**config.mk**
```make
export PLATFORM = sky130hd
export DESIGN_NAME = alu_mdu_ctrl
export DESIGN_NICKNAME = d
export VERILOG_FILES = /design/src/rtl/alu_mdu_ctrl.sv
export SDC_FILE = /design/constraint.sdc
export NUM_CORES = 1
export LEC_CHECK = 0
export BUFFER_PORTS_ARGS = -buffer_cell sky130_fd_sc_hd__buf_2
export CORE_MARGIN = 3
export CORE_UTILIZATION = 35
export CTS_CLUSTER_SIZE = 14
export DETAILED_ROUTE_END_ITERATION = 10
export GPL_ROUTABILITY_DRIVEN = 0
export PLACE_DENSITY = 0.55
export SYNTH_ARGS = -nofsm -noshare
export SYNTH_HDL_FRONTEND = slang
export SYNTH_SLANG_ARGS = --single-unit
```
**constraint.sdc**
```tcl
create_clock -name clk_i -period 7.8 [get_ports clk_i]
set_clock_uncertainty 0.15 [all_clocks]
set_input_delay 0.39 -clock clk_i [delete_from_list [all_inputs] [get_ports clk_i]]
set_output_delay 0.39 -clock clk_i [all_outputs]
set_load 0.02 [all_outputs]
```
**src/rtl/alu_mdu_ctrl.sv**
```systemverilog
// alu_mdu_ctrl: EX-stage ALU controller with an iterative multiply/divide unit.
//   Decodes ALUOp/funct into a 4-bit ALU control code (combinational), and runs
//   mult/multu/div/divu over DATA_W iterations, writing HI/LO at completion.
// Ports:
//   clk_i, rst_i (async, active low)     : clock and reset
//   valid_i, ALUOp_i, funct_i            : instruction in EX
//   src1_i, src2_i                       : rs / rt operands
//   ALUCtrl_o                            : ALU control code
//   mdu_sel_o, result_o                  : mfhi/mflo select and readout value
//   busy_o, stall_o, done_o              : MDU handshake to the pipeline
//   hi_o, lo_o                           : HI / LO registers
module alu_mdu_ctrl #(
    parameter int DATA_W = 32
) (
    input  logic              clk_i,
    input  logic              rst_i,
    input  logic              valid_i,
    input  logic [2:0]        ALUOp_i,
    input  logic [5:0]        funct_i,
    input  logic [DATA_W-1:0] src1_i,
    input  logic [DATA_W-1:0] src2_i,
    output logic [3:0]        ALUCtrl_o,
    output logic              mdu_sel_o,
    output logic [DATA_W-1:0] result_o,
    output logic              busy_o,
    output logic              stall_o,
    output logic              done_o,
    output logic [DATA_W-1:0] hi_o,
    output logic [DATA_W-1:0] lo_o
);
    localparam int CNT_W = $clog2(DATA_W + 1);

    typedef enum logic [1:0] {ST_IDLE = 2'd0, ST_CALC = 2'd1, ST_FIX = 2'd2} state_t;

    // Two's-complement negate when n is set.
    function automatic logic [DATA_W-1:0] neg_if(input logic n, input logic [DATA_W-1:0] v);
        return n ? (~v + {{(DATA_W-1){1'b0}}, 1'b1}) : v;
    endfunction

    state_t              r_state, w_state_nxt;
    logic [CNT_W-1:0]    r_cnt;
    logic [DATA_W-1:0]   r_mcand;   // multiplicand or divisor magnitude
    logic [DATA_W-1:0]   r_acc_hi;  // product upper half / partial remainder
    logic [DATA_W-1:0]   r_acc_lo;  // multiplier -> product lower half / dividend -> quotient
    logic                r_is_div, r_neg_q, r_neg_r, r_div0;
    logic [DATA_W-1:0]   r_hi, r_lo;
    logic                r_done;

    logic                w_rtype, w_is_mdu, w_is_mfhi, w_is_mflo, w_accept;
    logic                w_signed, w_neg1, w_neg2;
    logic [DATA_W-1:0]   w_mag1, w_mag2;
    logic [DATA_W:0]     w_sum, w_shift, w_diff;
    logic [DATA_W-1:0]   w_step_hi, w_step_lo;
    logic [2*DATA_W-1:0] w_prod;
    logic [DATA_W-1:0]   w_q, w_r, w_fix_hi, w_fix_lo;
    logic                w_cnt_last;

    assign w_rtype   = (ALUOp_i == 3'b010);
    assign w_is_mdu  = w_rtype && (funct_i[5:2] == 4'b0110);   // funct 24..27
    assign w_is_mfhi = w_rtype && (funct_i == 6'd16);
    assign w_is_mflo = w_rtype && (funct_i == 6'd18);
    assign w_accept  = valid_i && w_is_mdu && (r_state == ST_IDLE);
    // funct[0]=0 selects the signed variants (mult 24, div 26); funct[1] selects divide
    assign w_signed  = ~funct_i[0];
    assign w_neg1    = w_signed && src1_i[DATA_W-1];
    assign w_neg2    = w_signed && src2_i[DATA_W-1];
    assign w_mag1    = neg_if(w_neg1, src1_i);
    assign w_mag2    = neg_if(w_neg2, src2_i);
    assign w_cnt_last = (r_cnt == CNT_W'(DATA_W - 1));

    // ALU control decode, purely combinational.
    always_comb begin
        ALUCtrl_o = 4'b0000;
        case (ALUOp_i)
            3'b010: begin
                case (funct_i)
                    6'd32:   ALUCtrl_o = 4'b0010;
                    6'd34:   ALUCtrl_o = 4'b0110;
                    6'd36:   ALUCtrl_o = 4'b0000;
                    6'd37:   ALUCtrl_o = 4'b0001;
                    6'd42:   ALUCtrl_o = 4'b0111;
                    default: ALUCtrl_o = 4'b0000;
                endcase
            end
            3'b001:  ALUCtrl_o = 4'b0110;
            3'b101:  ALUCtrl_o = 4'b0010;
            3'b110:  ALUCtrl_o = 4'b0111;
            default: ALUCtrl_o = 4'b0000;
        endcase
    end

    // One iteration: shift-add multiply or restoring divide step.
    always_comb begin
        w_sum     = {1'b0, r_acc_hi} + (r_acc_lo[0] ? {1'b0, r_mcand} : {(DATA_W+1){1'b0}});
        w_shift   = {r_acc_hi, r_acc_lo[DATA_W-1]};
        // partial remainder stays below the divisor, so bit DATA_W is a clean borrow flag
        w_diff    = w_shift - {1'b0, r_mcand};
        w_step_hi = w_sum[DATA_W:1];
        w_step_lo = {w_sum[0], r_acc_lo[DATA_W-1:1]};
        if (r_is_div) begin
            if (!w_diff[DATA_W]) begin
                w_step_hi = w_diff[DATA_W-1:0];
                w_step_lo = {r_acc_lo[DATA_W-2:0], 1'b1};
            end else begin
                w_step_hi = w_shift[DATA_W-1:0];
                w_step_lo = {r_acc_lo[DATA_W-2:0], 1'b0};
            end
        end else begin
            w_step_hi = w_sum[DATA_W:1];
            w_step_lo = {w_sum[0], r_acc_lo[DATA_W-1:1]};
        end
    end

    // Sign correction of the final magnitudes. A zero divisor leaves the dividend
    // magnitude in the remainder, so re-applying src1's sign restores src1 raw.
    always_comb begin
        w_prod = {r_acc_hi, r_acc_lo};
        if (r_neg_q) begin
            w_prod = ~{r_acc_hi, r_acc_lo} + {{(2*DATA_W-1){1'b0}}, 1'b1};
        end else begin
            w_prod = {r_acc_hi, r_acc_lo};
        end
        w_q = neg_if(r_neg_q, r_acc_lo);
        w_r = neg_if(r_neg_r, r_acc_hi);
        if (r_is_div) begin
            w_fix_hi = w_r;
            w_fix_lo = r_div0 ? {DATA_W{1'b1}} : w_q;
        end else begin
            w_fix_hi = w_prod[2*DATA_W-1:DATA_W];
            w_fix_lo = w_prod[DATA_W-1:0];
        end
    end

    // FSM next-state.
    always_comb begin
        w_state_nxt = r_state;
        case (r_state)
            ST_IDLE: begin
                if (w_accept) w_state_nxt = ST_CALC;
                else          w_state_nxt = ST_IDLE;
            end
            ST_CALC: begin
                if (w_cnt_last) w_state_nxt = ST_FIX;
                else            w_state_nxt = ST_CALC;
            end
            ST_FIX:  w_state_nxt = ST_IDLE;
            default: w_state_nxt = ST_IDLE;
        endcase
    end

    // FSM state register.
    always_ff @(posedge clk_i or negedge rst_i) begin
        if (!rst_i) r_state <= ST_IDLE;
        else        r_state <= w_state_nxt;
    end

    // MDU datapath: operand latch, iteration, HI/LO write and done pulse.
    always_ff @(posedge clk_i or negedge rst_i) begin
        if (!rst_i) begin
            r_cnt    <= {CNT_W{1'b0}};
            r_mcand  <= {DATA_W{1'b0}};
            r_acc_hi <= {DATA_W{1'b0}};
            r_acc_lo <= {DATA_W{1'b0}};
            r_is_div <= 1'b0;
            r_neg_q  <= 1'b0;
            r_neg_r  <= 1'b0;
            r_div0   <= 1'b0;
            r_hi     <= {DATA_W{1'b0}};
            r_lo     <= {DATA_W{1'b0}};
            r_done   <= 1'b0;
        end else begin
            r_done <= (r_state == ST_FIX);
            case (r_state)
                ST_IDLE: begin
                    if (w_accept) begin
                        r_is_div <= funct_i[1];
                        r_neg_q  <= w_neg1 ^ w_neg2;
                        r_neg_r  <= w_neg1;
                        r_div0   <= (src2_i == {DATA_W{1'b0}});
                        r_cnt    <= {CNT_W{1'b0}};
                        r_mcand  <= funct_i[1] ? w_mag2 : w_mag1;
                        r_acc_lo <= funct_i[1] ? w_mag1 : w_mag2;
                        r_acc_hi <= {DATA_W{1'b0}};
                    end
                end
                ST_CALC: begin
                    r_acc_hi <= w_step_hi;
                    r_acc_lo <= w_step_lo;
                    r_cnt    <= r_cnt + {{(CNT_W-1){1'b0}}, 1'b1};
                end
                ST_FIX: begin
                    r_hi <= w_fix_hi;
                    r_lo <= w_fix_lo;
                end
                default: ;
            endcase
        end
    end

    assign busy_o    = (r_state != ST_IDLE);
    assign stall_o   = valid_i && busy_o && (w_is_mdu || w_is_mfhi || w_is_mflo);
    assign done_o    = r_done;
    assign hi_o      = r_hi;
    assign lo_o      = r_lo;
    assign mdu_sel_o = w_is_mfhi || w_is_mflo;
    assign result_o  = w_is_mfhi ? r_hi : (w_is_mflo ? r_lo : {DATA_W{1'b0}});
endmodule

```
==> metrics.md <==
| Metric | Value |
|---|---|
| Status | `complete, no violations` |
| Number of global-route vias before repair | `13610` |
| Hold_ws | `0.09956 ns` |
| Port bufs | `178` |
| I/O pin count | `180` |
| CTS Root Cell | `clkbuf_16` |
| Clock transition at path regs | `0.08 ns` |
| Number of library cell types mapped by synthesis | `80` |
| Initial core utilization | `35.55%` |
| Num rows | `75` |
| Post-CTS Setup Inserts | `0` |
| Die width | `212.9 µm` |
| P&R area growth vs syn | `12.53%` |
| Yosys reg bits | `173` |
| Post-layout instance area | `16860 µm²` |
| Worst EP arrival | `4.22 ns` |
| CTS tree | `built` |
| Flop pwr share | `31.4%` |
| Final Hold Fails | `0` |
| Ys flop type | `dfrtp_1` |
| Register Area | `4330 µm²` |
| Worst hold stages | `4` |
| Seq/Total Area, Yosys | `28.90%` |
| Clk sink count | `173` |
| Syn_nets | `2083` |
| Number of synthesized flops with an enable pin | `0` |
| Die area | `45320 µm²` |
| Antenna-violating nets left | `0` |
| Footprint of the multi-input gates | `9997 µm²` |
| Clock Latency Late Sink | `0.45 ns` |
| R2R Setup Slk | `3.78 ns` |
| Antenna diode count | `0` |
| CTS H-Tree Depth | `4` |
| NetSw | `2918 µW` |
| Post-DR vias/cell | `5.736` |
| Final HPWL DP | `40.96 mm` |
| Ys Warns | `0` |
| Synth Area in XOR/XNOR | `10.23%` |
| Asr flop ratio synth | `100.0%` |
| GRT Resource Usage Total | `23.19%` |
| Core Box Area | `42130 µm²` |
| Initial antenna violation count | `0` |
| Post-Synth Adder-Cell Area | `6.030%` |
| Fin util | `40.01%` |
| R2R Path Start | `r_acc_lo[0]` |
| HP Class | `in2reg` |
| Placed Area | `16270 µm²` |
| Worst-Margin Slew | `1.043 ns` |
| WL per Instance | `20.82 µm` |
| Largest cells by area after synthesis | `dfrtp_1 29%, a21oi_1 6.0%, o21ai_0 5.9%` |
| Gr ovfl total | `0` |
| Final count of pins violating max slew | `0` |
| Chip height | `212.9 µm` |
| Share of the synthesized area in the top cell type | `28.90%` |
| Minimum clock period | `4.023 ns` |
| Share of cells above drive strength 1 | `12.95%` |
| Max Cap Viol | `0` |
| Top post-synthesis cells by count | `228 x nor2_1, 208 x nand2_1, 180 x a21oi_1, 177 x o21ai_0, 173 x dfrtp_1` |
| Post-synthesis compound-gate area fraction | `24.96%` |
| CTS Buffer Depth | `2` |
| Count leader, synth | `nor2_1` |
| Setup TNS | `0 ns` |
| Yosys top cell by area | `dfrtp_1` |
| Hold path start | `src2_i[30]` |
| Peak Freq | `248.6 MHz` |
| Simple logic cell fraction of the synthesized area | `20.14%` |
| R2R cell count | `12` |
| Post-Syn Area | `14980 µm²` |
| Worst path required time | `7.99 ns` |
| Tcrit/Tclk final | `51.58%` |
| FF-to-FF End | `r_acc_hi[25]` |
| WHS Endpoint | `r_div0` |
| Mux contribution to synthesized area | `5.153%` |
| Global-route wire length before repair | `81.25 mm` |
| Cts bufs inserted | `17` |
| Largest net degree at the start of global routing | `104` |
| RSZ-0062 raised after global routing | `no` |
| Drt first pass iters | `5` |
| IR drop worst, VDD | `0.1682 mV` |
| Mapped Cells | `1936` |
| DRC violations left | `0` |
| Layout Nets | `2181` |
| Sw Ratio | `50.31%` |
| Slew headroom | `30.41%` |
| Crit-path max FO | `30` |
| Routed Wire Length | `53.85 mm` |
| Largest family of logic cells by synthesized area | `compound AO/OA/AOI/OAI gates` |
| Leakage Power | `0.007448 µW` |
| Critical path type | `reg2reg` |
| Combinational share of power | `53.8%` |
| P per Cell Area | `344.0 nW/µm²` |
| Startpoint type of the worst setup path | `flip-flop` |
| Setup crit end kind | `flip-flop` |
| # fillers | `4325` |
| Pint | `2882 µW` |
| # setup viols final | `0` |
| Drt first-iter violations | `1264` |
| Clk pwr share | `14.8%` |
| Routed vias | `14830` |
| Avg Inst Size Synth | `7.738 µm²` |
[per-stage QoR]
stage          std cells  power (µW)  worst slack (ns)
6_report            2586        5799             3.777
5_1_grt             2586        6226             3.493
4_1_cts             2586        5763             3.824
3_5_place_dp        2553        4885             3.860
3_3_place_gp        2553        4851             3.955
2_1_floorplan       1936        3845             4.450
[cell usage in the layout, fill, tap and decap left out, drive strengths merged, types with 69 or more instances in the layout]
master	instances
xor2	101
nor2	229
mux2i	76
buf	198
dfrtp	173
o21ai	186
xnor2	74
nand2	209
ha	69
a21oi	180
[routing by layer]
layer  up-vias  GRT usage, %  wire, µm
met2       539         35.84     23920
met1      7090         33.32     24840
met3        64         4.158      3879
met5         -             0         0
li1       7141             -         -
met4         0         6.446      1208
[how the worst max path moves through the flow]
| stage | from | end | slack (ns) | depth (start not counted) |
|---|---|---|---|---|
| after global placement | r_acc_lo[0] | r_acc_hi[25] | 3.96 | 12 |
| after CTS | r_acc_lo[0] | r_acc_hi[25] | 3.82 | 12 |
| after global routing | r_acc_lo[31] | r_acc_hi[30] | 3.49 | 12 |
| final | r_acc_lo[0] | r_acc_hi[25] | 3.78 | 12 |
| after floorplan | r_acc_lo[0] | hi_o[8] | 4.45 | 12 |
| after detailed placement | r_acc_lo[0] | r_acc_hi[25] | 3.86 | 12 |
[power groups by stage]
stage          combinational [µW]  sequential (µW)  clock, µW
6_report                     3120             1820        859
5_1_grt                      3460             1850        912
4_1_cts                      3090             1790        877
3_5_place_dp                 3070             1810          0
3_3_place_gp                 3050             1800          0
2_1_floorplan                2190             1650          0
[layout make-up]
type / instances / area share, %
multi-input cells: 1585 / 59.30
inverters: 58 / 1.291
well taps: 539 / 4.001
clock buffers: 18 / 2.605
flip-flops and latches: 173 / 25.69
clock inverters: 14 / 0.8239
repair buffers: 199 / 6.287
[state kept, by name, indices dropped and copies added (netlist names)]
register  count
r_neg_r       1
r_state       2
r_acc_hi     32
lo_o         32
r_neg_q       1
r_div0        1
r_cnt         6
done_o        1
r_mcand      32
r_is_div      1
hi_o         32
r_acc_lo     32
[timing repair]
action | in CTS | in global routing
resized for setup | 0 | 0
hold buffers | 1 | 0
endpoints found under the hold margin | 30 | 0
[kinds of logic after synthesis]
kind of cell | count (synthesis)
adder cells (fa/ha/maj) | 71
XOR/XNOR | 175
flip-flops | 173
multiplexers | 77
other | 1
AND/OR/NAND/NOR | 648
buffers and inverters | 178
AO/OA/AOI/OAI | 613
[critical path, stage by stage, from the launching register on]
cell      delay, ns
dfrtp_1        0.49
inv_1          0.20
buf_4          0.39
nor2_1         0.10
ha_1           0.35
nor2b_1        0.19
o21ai_0        0.26
or3b_2         0.50
a21oi_1        0.29
o31ai_1        0.22
a311oi_1       0.37
xor2_1         0.12
a221oi_1       0.27
No activity file was read; power rests on OpenSTA's default activity.
